**src/rtl/br_tag_alloc.sv**
```systemverilog
// rtl/br_tag_alloc.sv - branch-tag allocator and speculation tracker
//
// Hands out one-hot branch tags to dispatch and tracks which older branches
// each in-flight branch depends on. Execute reports resolution results. A
// correct resolution frees its tag. A misprediction flushes the tag and every
// younger tag, and requests a fetch redirect.
//
// Ports:
//   i_clk, i_rst     clock; synchronous active-high reset
//   i_alloc          dispatch wants a tag this cycle
//   o_gnt            allocation accepted (combinational)
//   o_tag            one-hot lowest free tag, zero when full (combinational)
//   o_mask           current busy mask, stamped onto dispatched uops
//   o_full           every tag is busy
//   i_res_valid      execute resolution valid
//   i_res_brmask     one-hot tag of the resolving branch
//   i_res_kill       resolution is a misprediction
//   i_res_PC         corrected target PC
//   o_redirect       registered one-cycle fetch restart pulse
//   o_redirect_PC    registered redirect target; holds when o_redirect=0
//   o_kill_mask      registered one-cycle mask of flushed tags
//   o_free_mask      registered one-cycle mask of correctly resolved tags

module br_tag_alloc #(
    parameter int WIDTH_BRM = 4
) (
    input  logic                 i_clk,
    input  logic                 i_rst,
    input  logic                 i_alloc,
    output logic                 o_gnt,
    output logic [WIDTH_BRM-1:0] o_tag,
    output logic [WIDTH_BRM-1:0] o_mask,
    output logic                 o_full,
    input  logic                 i_res_valid,
    input  logic [WIDTH_BRM-1:0] i_res_brmask,
    input  logic                 i_res_kill,
    input  logic [31:0]          i_res_PC,
    output logic                 o_redirect,
    output logic [31:0]          o_redirect_PC,
    output logic [WIDTH_BRM-1:0] o_kill_mask,
    output logic [WIDTH_BRM-1:0] o_free_mask
);

    logic [WIDTH_BRM-1:0] busy;
    logic [WIDTH_BRM-1:0] dep      [WIDTH_BRM];
    logic [WIDTH_BRM-1:0] dep_nxt  [WIDTH_BRM];
    logic [WIDTH_BRM-1:0] busy_nxt;

    logic                 res_onehot;
    logic                 res_ok;
    logic                 kill;
    logic                 free_ok;
    logic [WIDTH_BRM-1:0] free_tag;
    logic                 free_found;
    logic [WIDTH_BRM-1:0] kill_set;
    logic [WIDTH_BRM-1:0] clear_set;
    logic [WIDTH_BRM-1:0] res_sel;

    // Lowest-index free tag; stays zero when every tag is busy.
    always_comb begin
        free_tag   = '0;
        free_found = 1'b0;
        for (int i = 0; i < WIDTH_BRM; i++) begin
            if (!busy[i] && !free_found) begin
                free_tag[i] = 1'b1;
                free_found  = 1'b1;
            end
        end
    end

    assign res_onehot = ($countones(i_res_brmask) == 1);
    assign res_ok     = i_res_valid && res_onehot && (|(i_res_brmask & busy));
    assign kill       = res_ok && i_res_kill;
    assign free_ok    = res_ok && !i_res_kill;
    assign res_sel    = res_ok ? i_res_brmask : '0;

    assign o_full = &busy;
    assign o_tag  = free_tag;
    assign o_mask = busy;
    // A kill squashes everything younger, so a same-cycle dispatch must retry.
    assign o_gnt  = i_alloc && !o_full && !kill;

    // Flush set: the killed tag plus every live tag that recorded it as older.
    always_comb begin
        kill_set = i_res_brmask;
        for (int j = 0; j < WIDTH_BRM; j++) begin
            if (busy[j] && (|(dep[j] & i_res_brmask))) begin
                kill_set[j] = 1'b1;
            end
        end
    end

    always_comb begin
        clear_set = '0;
        if (kill) begin
            clear_set = kill_set;
        end else if (free_ok) begin
            clear_set = i_res_brmask;
        end
    end

    // The new tag's dependency list excludes a branch resolving this cycle,
    // otherwise a later reuse of that tag would look like an older branch.
    always_comb begin
        busy_nxt = busy & ~clear_set;
        if (o_gnt) begin
            busy_nxt = busy_nxt | free_tag;
        end
        for (int j = 0; j < WIDTH_BRM; j++) begin
            dep_nxt[j] = dep[j] & ~clear_set;
            if (o_gnt && free_tag[j]) begin
                dep_nxt[j] = busy & ~res_sel;
            end
        end
    end

    always_ff @(posedge i_clk) begin
        if (i_rst) begin
            busy          <= '0;
            for (int j = 0; j < WIDTH_BRM; j++) begin
                dep[j] <= '0;
            end
            o_redirect    <= 1'b0;
            o_redirect_PC <= 32'h0;
            o_kill_mask   <= '0;
            o_free_mask   <= '0;
        end else begin
            busy <= busy_nxt;
            for (int j = 0; j < WIDTH_BRM; j++) begin
                dep[j] <= dep_nxt[j];
            end
            o_redirect  <= kill;
            o_kill_mask <= kill ? kill_set : '0;
            o_free_mask <= free_ok ? i_res_brmask : '0;
            if (kill) begin
                o_redirect_PC <= i_res_PC;
            end
        end
    end

endmodule

```
**config.mk**
```make
export PLATFORM = sky130hd
export DESIGN_NAME = br_tag_alloc
export DESIGN_NICKNAME = d
export VERILOG_FILES = /design/src/rtl/br_tag_alloc.sv
export SDC_FILE = /design/constraint.sdc
export NUM_CORES = 1
export LEC_CHECK = 0
export CELL_PAD_IN_SITES_DETAIL_PLACEMENT = 1
export CELL_PAD_IN_SITES_GLOBAL_PLACEMENT = 1
export CORE_ASPECT_RATIO = 0.9
export CORE_MARGIN = 4
export CORE_UTILIZATION = 28
export DETAILED_ROUTE_END_ITERATION = 8
export PLACE_DENSITY_LB_ADDON = 0.1
export SYNTH_ARGS = -nofsm -noshare
export SYNTH_HDL_FRONTEND = slang
export SYNTH_SLANG_ARGS = --single-unit
export TNS_END_PERCENT = 100
```
**constraint.sdc**
```tcl
create_clock -name i_clk -period 3.95 [get_ports i_clk]
set_input_delay 0.9875 -clock i_clk [delete_from_list [all_inputs] [get_ports i_clk]]
set_output_delay 0.9875 -clock i_clk [all_outputs]
set_load 0.05 [all_outputs]
```
==> impl_metrics.tcl <==
set metrics [dict create \
    status "complete, no violations" \
    cts_tree "done" \
    antenna_found_initial 0 \
    report.final.slew_viol_count 0 \
    rsz0062_at_grt "no" \
    grt_pass1_vias 2456 \
    yosys_warnings 0 \
    die_w_um 105 \
    final_core_util_pct 45.5 \
    dp_hpwl_mm 5.66 \
    gp_congestion 0.834 \
    grt_pass1_wl_mm 12.7 \
    core_area_um2 8110 \
    cts_buffers 9 \
    cp.arrival_ps 2880 \
    finalSetupViolCount 0 \
    drt_first_iter_violations 135 \
    htree_levels 3 \
    dp.cells 466 \
    finClkSkew_ps 6.77 \
    gr-usage-all-layers_pct 16.4 \
    io_pins 92 \
    finalWirelength_mm 8.02 \
    ff_latch_area_um2 1140 \
    reg2reg_slack_ps 1820 \
    drive_gt1_share_pct 12.2 \
    avgViaCountPerCell 4.81 \
    initial_core_util_pct 29.0 \
    avgSynthCellArea_um2 8.37 \
    synth_top_area_share_pct 48.5 \
    cp-start-kind "input pin" \
    fin_crit_ps 3870 \
    tightest_slew_ps 653 \
    rr_worst_depth 6 \
    ys_types 39 \
    finalNonFillerCells 483 \
    synth_top_flop_cell "dfxtp_1" \
    wl_per_cell_um 16.6 \
    syn_inst 281 \
    portBuffers 91 \
    cts_buffer_depth 2 \
    min_path_type "reg2reg" \
    path_class "in2out" \
    finalPower_mw 1.38 \
    antenna_cells 0 \
    multi_input_area_um2 1090 \
    grt-ovfl-total 0 \
    crit_fanout 2 \
    root_buffer "clkbuf_8" \
    synthTopCellsByCount "nand2_1 (73), dfxtp_1 (57), a21oi_1 (37)" \
    period_share_pct 97.9 \
    synth.cell_area_um2 2350 \
    ys_async_sr_fraction_pct 0 \
    synth_area_leader_cell "dfxtp_1" \
    power.density_nw_per_um2 374 \
    timing.final.ws_setup_ps 83.1 \
    die-height_um 95.0 \
    critPathRequiredTime_ps 2960 \
    crit_start "i_res_brmask[0]" \
    synthToLayoutAreaGrowth_pct 56.8 \
    yosysMostFrequentCell "nand2_1" \
    maxSlewHeadroom_pct 56.4 \
    grt_max_degree 46 \
    worstReg2RegStart "o_mask[0]" \
    whs_path_depth 2 \
    timing.rr.end "dep[1][0]" \
    power.leakage_nw 1.31 \
    fill_cells 953 \
    drt_pass1_iterations 4 \
    fmax_mhz 259 \
    ir_worst_vdd_mv 0.154 \
    die_area_um2 9930 \
    dr_total_vias 2323 \
    synth_edf_count 0 \
    syn-num-nets 325 \
    pre_cts_slack_ps -475 \
    hold_buffers 0 \
    critPathCaptureType "output pin" \
    detail-route-antenna-nets 0 \
    cap_violations 0 \
    clock_sinks 57 \
    rows 31 \
    drc 0 \
    worstSkewPairLatency_ps 330 \
    min-delay-start "o_redirect_PC[5]" \
    finalHoldViolCount 0 \
    clk_pin_slew_worst_paths_ps 60 \
    yosysSeqAreaShare_pct 48.5 \
    nets 423 \
    min_delay_worst_endpoint "o_redirect_PC[5]" \
    synthTopCellsByArea "dfxtp_1 (49%), nand2_1 (12%), a21oi_1 (7.9%), o21ai_0 (2.6%), inv_1 (2.1%)" \
    yosys_register_bits 57 \
]
## worst max-delay path: stages
cell and delay (ps):
buf_2 100, inv_2 50, fa_1 520, inv_1 40
ha_2 180, ha_4 220, nor4bb_4 250, buf_4 160
o211ai_4 80, nand2_4 90, nor2_4 40, buf_8 150
## area by class of cell
cell class	count	area share (%)
multi-input combinational	191	29.6
clock inverter	6	2.24
clock buffer	10	3.46
tap	99	3.36
sequential	57	30.9
timing repair buffer	107	29.0
inverter	13	1.32
## flip-flops by register name (all words and copies together), names as in the netlist
register / count
o_redirect_PC: 32
dep: 12
o_free_mask: 4
o_kill_mask: 4
o_mask: 4
o_redirect: 1
## worst max path at each step
| stage | to | slack [ps] |
|---|---|---|
| 2_1_floorplan | o_gnt | 0.6 |
| 3_3_place_gp | o_gnt | -450 |
| 3_5_place_dp | o_gnt | -480 |
| 4_1_cts | o_gnt | 20 |
| 5_1_grt | o_gnt | 10 |
| 6_report | o_gnt | 80 |
## report_power, final
part           switching [mW]  leakage (nW)  total, mW  internal, mW
Clock                   0.238         0.106      0.590         0.352
Sequential             0.0102         0.460      0.593         0.583
Combinational           0.107         0.747      0.195        0.0876
Total                   0.356          1.31       1.38          1.02
## repair_timing
| action | in CTS | in global routing |
|---|---|---|
| cloned | 0 | 0 |
| resized for setup | 19 | 1 |
| setup endpoints to repair | 1 | 1 |
| buffers inserted | 1 | 0 |
| pin swaps | 3 | 3 |
## routing by layer
| layer | track usage [%] | part of all wire (%) | up-vias |
|---|---|---|---|
| li1 | - | - | 1162 |
| met5 | 0 | 0 | - |
| met2 | 26.3 | 46 | 72 |
| met4 | 3.61 | 0.45 | 0 |
| met3 | 6.22 | 7.2 | 2 |
| met1 | 21.3 | 47 | 1087 |
## cells in the final DEF (no fill, tap or decap), drive strengths merged, types with 2 or more instances in the layout
master,synthesis,routed
a21oi,37,37
o2bb2ai,5,5
o211a,2,2
dfxtp,57,57
and2,4,4
and3,3,3
nand2,73,73
o211ai,3,3
clkbuf,7,10
clkdlybuf4s50,0,87
buf,13,20
ha,2,2
a211oi,3,3
o22ai,6,6
o21ai,14,14
inv,13,13
bufinv,0,2
clkinv,0,3
o21a,6,6
nor2,10,10
a222oi,4,4
a22o,2,2
nand3,5,5
## per-stage QoR
step | hold slack [ps] | setup TNS (ps) | area (um2)
after global routing | 480 | 0 | 3690
after detailed placement | 448 | -688 | 3450
after floorplan | 454 | 0 | 2390
after global placement | 441 | -488 | 3450
after CTS | 458 | 0 | 3680
final | 453 | 0 | 3690
## cell families after synthesis
| group | synth area share [%] |
|---|---|
| AOI/OAI and AO/OA | 23.8 |
| adders and majority gates | 1.91 |
| buffers and inverters | 6.91 |
| DFF | 48.5 |
| and+or+nand+nor | 18.8 |
(Power assumes the default switching activity.)
